### config.mk
export PLATFORM = sky130hd
export DESIGN_NAME = top_level
export DESIGN_NICKNAME = d
export VERILOG_FILES = /design/src/rtl/top_level_pkg.sv /design/src/rtl/top_level_alu.sv /design/src/rtl/top_level.sv
export SDC_FILE = /design/constraint.sdc
export NUM_CORES = 1
export LEC_CHECK = 0
export ABC_AREA = 1
export CAP_MARGIN = 20
export CORE_UTILIZATION = 55
export CTS_CLUSTER_SIZE = 20
export DETAILED_ROUTE_END_ITERATION = 6
export GPL_TIMING_DRIVEN = 0
export PLACE_DENSITY_LB_ADDON = 0.3
export SETUP_SLACK_MARGIN = 0.2
export SLEW_MARGIN = 20
export SYNTH_ARGS = -nofsm -noshare
export SYNTH_HDL_FRONTEND = slang
export SYNTH_SLANG_ARGS = --single-unit
### constraint.sdc
create_clock -name clock -period 6 [get_ports clock]
set_clock_uncertainty 0.2 [all_clocks]
set_input_delay 0.9 -clock clock [delete_from_list [all_inputs] [get_ports clock]]
set_output_delay 0.9 -clock clock [all_outputs]
set_load 0.005 [all_outputs]
### src/rtl/top_level_pkg.sv
// Shared widths and opcode encodings for the switch/button ALU board wrapper.
// Latency: none (declarations only).
// Backpressure: none (declarations only).
package top_level_pkg;

    localparam int NB_BTN = 3;
    localparam int NB_OP  = 6;
    localparam int NB_AB  = 4;

    localparam logic [5:0] OP_ADD = 6'b100000;
    localparam logic [5:0] OP_SUB = 6'b100010;
    localparam logic [5:0] OP_AND = 6'b100100;
    localparam logic [5:0] OP_OR  = 6'b100101;
    localparam logic [5:0] OP_XOR = 6'b100110;
    localparam logic [5:0] OP_NOR = 6'b100111;
    localparam logic [5:0] OP_SRA = 6'b000011;
    localparam logic [5:0] OP_SRL = 6'b000010;

    // Opcode loaded into the OP register by reset
    localparam logic [5:0] OP_RESET = OP_ADD;

endpackage

### src/rtl/top_level_alu.sv
// Combinational ALU: add/sub/logic/shift of a and b selected by op.
// Latency: zero cycles, purely combinational.
// Backpressure: none; result always valid for the current inputs.
// Ports: a, b (NB_AB operands), op (NB_OP opcode), result (NB_AB).
module alu
    import top_level_pkg::*;
#(
    parameter int NB_OP = 6,
    parameter int NB_AB = 4
) (
    input  logic [NB_AB-1:0] a,
    input  logic [NB_AB-1:0] b,
    input  logic [NB_OP-1:0] op,
    output logic [NB_AB-1:0] result
);

    always_comb begin
        result = '0;
        case (op)
            OP_ADD: result = a + b;
            OP_SUB: result = a - b;
            OP_AND: result = a & b;
            OP_OR:  result = a | b;
            OP_XOR: result = a ^ b;
            OP_NOR: result = ~(a | b);
            // Shift amounts >= NB_AB are well defined in SV: >>> fills every
            // bit with the sign, >> yields zero. That is exactly the wanted
            // saturation, so no explicit range check is needed.
            OP_SRA: result = $unsigned($signed(a) >>> b);
            OP_SRL: result = a >> b;
            default: result = '0;
        endcase
    end

endmodule

### src/rtl/top_level.sv
// Board wrapper: buttons capture switches into A/B/OP, LEDs show ALU(A,B,OP).
// Latency: register load on the clock edge with a button held; LEDs follow combinationally.
// Backpressure: none; a held button reloads on every edge, with no edge detection.
// Ports: clock, i_reset (async active-low), i_sw[NB_OP], i_btn[NB_BTN]
//        (bit0=A, bit1=B, bit2=OP), o_led[NB_AB] = ALU result.
module top_level
    import top_level_pkg::*;
#(
    parameter int NB_BTN = top_level_pkg::NB_BTN,
    parameter int NB_OP  = top_level_pkg::NB_OP,
    parameter int NB_AB  = top_level_pkg::NB_AB
) (
    input  logic              clock,
    input  logic              i_reset,
    input  logic [NB_OP-1:0]  i_sw,
    input  logic [NB_BTN-1:0] i_btn,
    output logic [NB_AB-1:0]  o_led
);

    logic [NB_AB-1:0] reg_a;
    logic [NB_AB-1:0] reg_b;
    logic [NB_OP-1:0] reg_op;

    // Each button independently gates its own register; simultaneous presses
    // load every selected register from the same switch value.
    always_ff @(posedge clock or negedge i_reset) begin
        if (!i_reset) begin
            reg_a  <= '0;
            reg_b  <= '0;
            reg_op <= NB_OP'(OP_RESET);
        end else begin
            if (i_btn[0]) reg_a  <= i_sw[NB_AB-1:0];
            if (i_btn[1]) reg_b  <= i_sw[NB_AB-1:0];
            if (i_btn[2]) reg_op <= i_sw;
        end
    end

    alu #(
        .NB_OP (NB_OP),
        .NB_AB (NB_AB)
    ) u_alu (
        .a      (reg_a),
        .b      (reg_b),
        .op     (reg_op),
        .result (o_led)
    );

endmodule

# After elaboration in Yosys (flattened, before gate mapping)
# Index checks and enable logic that the tools add are counted.
op_classes:
  muxes: 1
  bitwise: 4
  add_sub_neg: 2
  eq_ne: 8
  shift: 2
ops:
  columns: ["operator", "n"]
  rows:
  - ["$eq 6x6->1 const B", 6]
  - ["$pmux 4 s8", 1]
  - ["$eq 6x2->1 const B", 2]
  - ["$add 4x4->4", 1]
  - ["$and 4x4->4", 1]
  - ["$not 4->4", 1]
  - ["$or 4x4->4", 1]
  - ["$shr 4x4->4", 1]
  - ["$sshr 4x4->4", 1]
  - ["$sub 4x4->4", 1]
  - ["$xor 4x4->4", 1]
totals:
  ff_bits: 14
  word_cells: 20
  output_inout_bits: 4
  in_bits: 11

# Longest topological paths before layout
# Gate-level depths: netlist of the first run.
depth:
  depth_word: 3
  mapped_depth: 15
  ltp_nobuf: 15

# Hierarchy
# From an unflattened synthesis of the first run, not the netlist that was laid out.
unflattened:
  cells_unflattened: 203
  hier_area_um2: 1322.5
modules_own_cells:
  columns: ["mod", "seq_area_each_um2", "cells_each", "instances", "area_each_um2"]
  rows:
  - ["alu", 0.0, 144, 1, 802.0]
  - ["top_level", 351.6, 59, 1, 520.5]

# Least setup slack after synthesis of the first run
# Ideal clock, no wire load.
synth_path:
  path_kind: "reg2out"
  from: "register reg_op[5]"
  to: "output port o_led[3]"
  n_path_buf: 0
  slack_ns: 2.925
  arrival_time_ns: 1.975
  stages_incl_launch_ff: 15
  required_time_ns: 4.900
  path_cell_list: "dfstp_2 > inv_1 > nor2_2 > nand3_1 > inv_1 > or2_1 > xor2_1 > ha_1 > nand2_1 > nand2_1 > o21ai_0 > nand2_1 > nand2_1 > nand3_1 > nand2_1"
synth_between:
  elab_chain_cells: 2
  elab_cells_between_ends: 9
  cone_classes: "8 x eq/ne; 1 x mux"
synth_rtl:
  columns: ["item", "line_no", "rtl"]
  rows:
  - ["start: declaration", "top_level.sv:22", "logic [NB_OP-1:0] reg_op;"]
  - ["start signal: assignment", "top_level.sv:30", "reg_op <= NB_OP'(OP_RESET);"]
  - ["start signal: assignment", "top_level.sv:34", "if (i_btn[2]) reg_op <= i_sw;"]
  - ["$eq 6x2->1 or $eq 6x6->1 (tied branches)", "top_level_alu.sv:19", "case (op)"]
  - ["$pmux 4 s8 (*)", "top_level_alu.sv:19", null]
  - ["end: declaration", "top_level.sv:17", "output logic [NB_AB-1:0] o_led"]
# Mark *: on every way between the ends. The rest lies on a longest branch, timed or not.

# Worst setup path in the final report of the first run
# Same ends and word-level chain as after synthesis.

==> results of run 1 <==
-- metrics by stage --
stage	hold WS, ps	area [um^2]	util [%]	setup WS [ps]
after floorplan	295	1280	-	2930
after global placement	320	1450	66.3	2210
after detailed placement	335	1450	66.3	2180
after CTS	362	1490	68.0	1840
after global routing	417	1490	68.0	1520
final	360	1490	68.0	1830
-- layout make-up --
cell class              count  area share, %
flip-flops and latches     14           23.6
repair buffers             14           9.41
plain buffers               1          0.252
inverters                  24           6.05
well taps                  28           2.35
clock buffers               4           2.44
multi-input cells         156           55.9
-- worst min-delay path by stage --
stage / startpoint / end / slack [ps] / depth (start not counted)
final: reg_op[5]$_DFFE_PN1P_ / reg_op[5]$_DFFE_PN1P_ / 360 / 2
after global routing: reg_op[5]$_DFFE_PN1P_ / reg_op[5]$_DFFE_PN1P_ / 420 / 2
after CTS: reg_op[5]$_DFFE_PN1P_ / reg_op[5]$_DFFE_PN1P_ / 360 / 2
after detailed placement: reg_op[5]$_DFFE_PN1P_ / reg_op[5]$_DFFE_PN1P_ / 330 / 2
after global placement: reg_op[5]$_DFFE_PN1P_ / reg_op[5]$_DFFE_PN1P_ / 320 / 2
after floorplan: reg_op[5]$_DFFE_PN1P_ / reg_op[5]$_DFFE_PN1P_ / 300 / 2
-- cells in the mapped netlist, types with 2 or more instances --
cell,n
nand2_1,61
inv_1,23
nor2_1,22
nand3_1,21
o21ai_0,16
dfrtp_1,13
ha_1,13
nor2_2,4
a21oi_1,3
nand4_1,3
nand3b_1,2
nor2_4,2
or2_1,2
-- report_power, final --
part           internal (mW)  leakage, nW  switching, mW
Sequential             0.103        0.168         0.0132
Clock                 0.0369       0.0210         0.0297
Combinational         0.0400        0.577         0.0584
Total                  0.180        0.767          0.101
-- flip-flops by register name (all words and copies together) (netlist names) --
signal,flops
reg_op,6
reg_a,4
reg_b,4
-- logic make-up (layout without fill, tap and decap cells) --
logic type	count (synthesis)	in the layout	share of synthesized area, %
AND/OR/NAND/NOR	118	118	40.4
buffers and inverters	25	43	7.34
AO/OA/AOI/OAI	22	22	9.11
adder cells (fa/ha/maj)	14	14	14.3
flip-flops	14	14	27.5
XOR/XNOR	2	2	1.37
-- tightest hold or removal path, cell delays in order (launching register included) --
cell and delay (ps):
dfstp_2 380, inv_1 90, o21ai_0 80
-- metal layers --
| layer | wire (um) | part of all wire, % | vias to the layer above |
|---|---|---|---|
| li1 | - | - | 658 |
| met1 | 1280 | 42 | 587 |
| met2 | 1540 | 50 | 45 |
| met3 | 134 | 4.4 | 16 |
| met4 | 114 | 3.7 | 0 |
| met5 | 0 | 0 | - |
==> impl_metrics.ini, run 1 <==
[critical_path]
endpoint = o_led[3]
cp.required_ps = 4900
crit_path_start = reg_op[5]$_DFFE_PN1P_
critical_path.top_delay_family = simple AND/OR/NAND/NOR gates
r2r-start = reg_a[3]$_DFFE_PN0P_
crit_fanout = 4
slowest_delay_ps = 550
cp.arrival_ps = 3070
critPathCaptureType = primary output
start_kind = flip-flop
rr_worst_depth = 2
crit_path_frequent_cell = nand2_1
reg2reg_to = reg_a[3]$_DFFE_PN0P_
crit_buf_inv = 3
path_depth = 15
path_cells = inv_1, nor2_2, nand3_1, inv_1, or2_1, xor2_1, ha_1, nand2_1, nand2_1, o21ai_0, nand2_1, nand2_1, nand3_1, nand2_1, clkdlybuf4s50_1
reg2reg_slack_ps = 4880
crit_type = flip-flop to primary output
critPathSlowestCell = dfstp_2

[clock_network]
cts-htree-levels = 1
cts_root_buf = clkbuf_4
numClockSinks = 14
cts_tree = yes
cts.clk_slew.worst_paths_ps = 80
cts_buffer_depth = 2
cts_buffers = 3
cts_hold_buf = 0
clk_latency_ps = 280
ctsResizeCount = 0
cts_setup_buffers = 0

[power]
leakagePower_nw = 0.767
power.density_nw_per_um2 = 189
total_power_mw = 0.281
vdd_drop_max_v = 0.000200

[final_layout]
n_antenna_cell = 0
drive_gt1_share_pct = 6.10
seq_area_um2 = 352
fillCellCount = 186
layout_common_cells = 61 x nand2_1, 23 x inv_1, 22 x nor2_1
multi_input_area_um2 = 832
stdcell_count = 241
layout_commonest_cell = nand2_1
area_delta_synth_final_pct = 16.6
nNetsFinal = 239

[logic_synthesis]
synth_area_um2 = 1280
ys_seq_area_share_pct = 27.5
async_flop_share_pct = 100
synthTopCellsByArea = dfrtp_1 25%, nand2_1 18%, ha_1 13%
synth.distinct_cells = 23
syn_avg_cell_area_um2 = 6.55
yosysTopAreaCell = dfrtp_1
synth_flop_cell = dfrtp_1
ys_warn_count = 0
synth_top_area_share_pct = 25.5
synth_edf_count = 0
synthCells = 195
synth-seq-cells = 14
syn-num-nets = 220

[timing]
fin_crit_ps = 4170
relSlewSlack_pct = 60.3
fin_crit_sh_pct = 69.5
worstMarginPinSlew_ps = 594
fmax_ghz = 0.240
setup_tns_ps = 0
rsz0062_at_grt = false
hold_viol = 0
setup_viol = 0
drv_slew = 0

[placed_design]
hpwl_um = 2510
gp_congestion = 0.922
io_buffers = 14
post-place-cells = 237

[job]
cap_violations = 0

[floorplanning]
num_rows = 17
fp.dieArea_um2 = 2520
fp.dieW_um = 50.2
num_io_pins = 15
core_area_um2 = 2190
die_y_um = 50.2
initial_core_util_pct = 58.3

[detailed_routing]
vias = 1306
via_per_inst = 5.42
wirelength_um = 3070
route.detailed.drc = 0
ant_nets = 0
wl_per_cell_um = 12.7
drt_iter0_markers = 71
drtPass1Iterations = 4

[grt]
grt_max_degree = 15
antenna_found_initial = 0
busiest_layer = met2
gr-usage-met3_pct = 1.82
grt.met2_usage_pct = 50.2
grt_first_pass_wirelength_um = 5320
grt_pass1_vias = 1234
met1_usage_pct = 33.7
grt-ovfl-total = 0
track_usage_pct = 27.9

[hold_path]
hold_class = flip-flop to flip-flop

[outcome]
outcome = finished, final reports clean
Power figures use the tool's default switching activity.
==> inputs of run 2 (changes only) <==
clock period = 4.3 ns   (was 6 ns; I/O delays follow)
==> impl_metrics.ini, run 2 (synthesis gave the netlist of run 1 again) <==
[detailed_routing]
via_per_inst = 5.45
wl_per_cell_um = 12.9
drt_iter0_markers = 70
route.detailed.drc = 0
drtPass1Iterations = 4
vias = 1313
wirelength_um = 3100
ant_nets = 0

[clock_network]
numClockSinks = 14
cts_tree = yes
cts_buffer_depth = 2
cts_setup_buffers = 0
cts_buffers = 3
clk_latency_ps = 280
cts_root_buf = clkbuf_4
cts.clk_slew.worst_paths_ps = 80
cts-htree-levels = 1

[floorplanning]
num_rows = 17
die_y_um = 50.2
core_area_um2 = 2190
fp.dieArea_um2 = 2520
initial_core_util_pct = 58.3
fp.dieW_um = 50.2
num_io_pins = 15

[critical_path]
crit_path_frequent_cell = nand3_1
path_cells = inv_2, ha_1, or2_1, o21ai_2, inv_1, fa_1, xnor2_1, nand2_1, nand3_1, nor2_1, nand3_1, clkdlybuf4s50_1
slowest_delay_ps = 490
critPathSlowestCell = clkdlybuf4s50_1
crit_fanout = 10
critPathCaptureType = primary output
start_kind = flip-flop
r2r-start = reg_a[3]$_DFFE_PN0P_
cp.required_ps = 3450
reg2reg_to = reg_a[3]$_DFFE_PN0P_
crit_type = flip-flop to primary output
reg2reg_slack_ps = 3170
rr_worst_depth = 2
crit_buf_inv = 3
critical_path.top_delay_family = buffers and inverters
cp.arrival_ps = 2980

[placed_design]
place_ws_ps = 732
hpwl_um = 2510
placed_area_um2 = 1450
gp_congestion = 0.922
io_buffers = 14

[final_layout]
area_delta_synth_final_pct = 16.9
n_antenna_cell = 0
drive_gt1_share_pct = 6.57
regMostFlops = reg_op
nNetsFinal = 239
layout_commonest_cell = nand2_1
fillCellCount = 185
largest_reg_flops = 6
post-route-util_pct = 68.2
reg.largest.list = reg_op: 6 flops, reg_a: 4 flops, reg_b: 4 flops
stdcell_area_um2 = 1490
layout_common_cells = 61 x nand2_1, 23 x inv_1, 22 x nor2_1

[timing]
setup_slack_ps = 475
fin_crit_sh_pct = 88.9
fin_crit_ps = 3820
setup_viol = 0
relSlewSlack_pct = 60.2
drv_slew = 0
setup_tns_ps = 0
hold_viol = 0
rsz0062_at_grt = false
worstMarginPinSlew_ps = 595
fmax_ghz = 0.261

[power]
leakagePower_nw = 0.767
power.density_nw_per_um2 = 264
total_power_mw = 0.395
vdd_drop_max_v = 0.000278

[hold_path]
min_to = reg_op[5]$_DFFE_PN1P_
hold_class = flip-flop to flip-flop
min_path_cells = 2
min_from = reg_op[5]$_DFFE_PN1P_

[outcome]
outcome = finished, final reports clean

[job]
cap_violations = 0

[grt]
track_usage_pct = 27.9
grt_max_degree = 15
grt-ovfl-total = 0
grt_pass1_vias = 1234
antenna_found_initial = 0
grt_first_pass_wirelength_um = 5320
## run 2: cell types whose count changed in the layout (fill, tap and decap cells not counted)
cell	previous run	this run
o21ai_1	1	2
nand3_2	0	1
nand3_1	21	20
o21ai_0	16	15
## run 2: worst register-to-register path, stage by stage (launching register included)
cell and delay [ps]:
dfrtp_1 520, inv_1 140, o21ai_0 180
## run 2: metal layers
| metal | GRT usage (%) | share of wire, % |
|---|---|---|
| met4 | 12.4 | 3.4 |
| met5 | 0 | 0 |
| met2 | 50.2 | 50 |
| met1 | 33.7 | 42 |
| met3 | 1.82 | 5.0 |
## run 2: area by class of cell
| cell class | count | area (um^2) | area share [%] |
|---|---|---|---|
| inverter | 24 | 90.1 | 6.03 |
| timing repair buffer | 14 | 140 | 9.38 |
| buffer | 1 | 3.75 | 0.251 |
| clock buffer | 4 | 36.3 | 2.43 |
| multi-input combinational | 156 | 837 | 56.0 |
| tap | 28 | 35.0 | 2.35 |
| sequential | 14 | 352 | 23.5 |
## run 2: worst max path at each step
stage	startpoint	to	slack, ps	cells past startpoint
final	reg_b[0]$_DFFE_PN0P_	o_led[2]	480	12
after global routing	reg_op[5]$_DFFE_PN1P_	o_led[3]	220	15
after CTS	reg_op[5]$_DFFE_PN1P_	o_led[3]	400	15
after detailed placement	reg_op[5]$_DFFE_PN1P_	o_led[3]	730	15
after global placement	reg_op[5]$_DFFE_PN1P_	o_led[3]	770	15
after floorplan	reg_op[5]$_DFFE_PN1P_	o_led[3]	1480	14
## run 2: per-stage QoR
step,hold WS (ps),cells
floorplan,149,195
global placement,320,237
detailed placement,335,237
CTS,362,241
global route,417,241
finish,362,241
## run 2: where the power goes
part           switching [mW]  leakage (nW)  internal (mW)
registers              0.0186         0.168          0.144
logic                  0.0823         0.578         0.0562
clock network          0.0418        0.0210         0.0516
total                   0.143         0.767          0.252
## run 2: what timing repair did
action / in CTS / in global routing
gates resized for setup: 0 / 2
hold buffers: 0 / 0
endpoints found under the setup margin: 0 / 1
==> inputs of run 3 (changes only) <==
SETUP_SLACK_MARGIN = 0.05   (was 0.2)
==> results of run 3 <==
The final DEF is identical to that of run 1. Status: finished, final reports clean.
Among the figures that moved: setup slack after placement 2180 ps -> 732 ps; setup slack after layout 1830 ps -> 387 ps; register-to-register setup slack 4880 ps -> 3180 ps; total power 0.281 mW -> 0.393 mW; worst IR drop on VDD 0.000200 V -> 0.000279 V
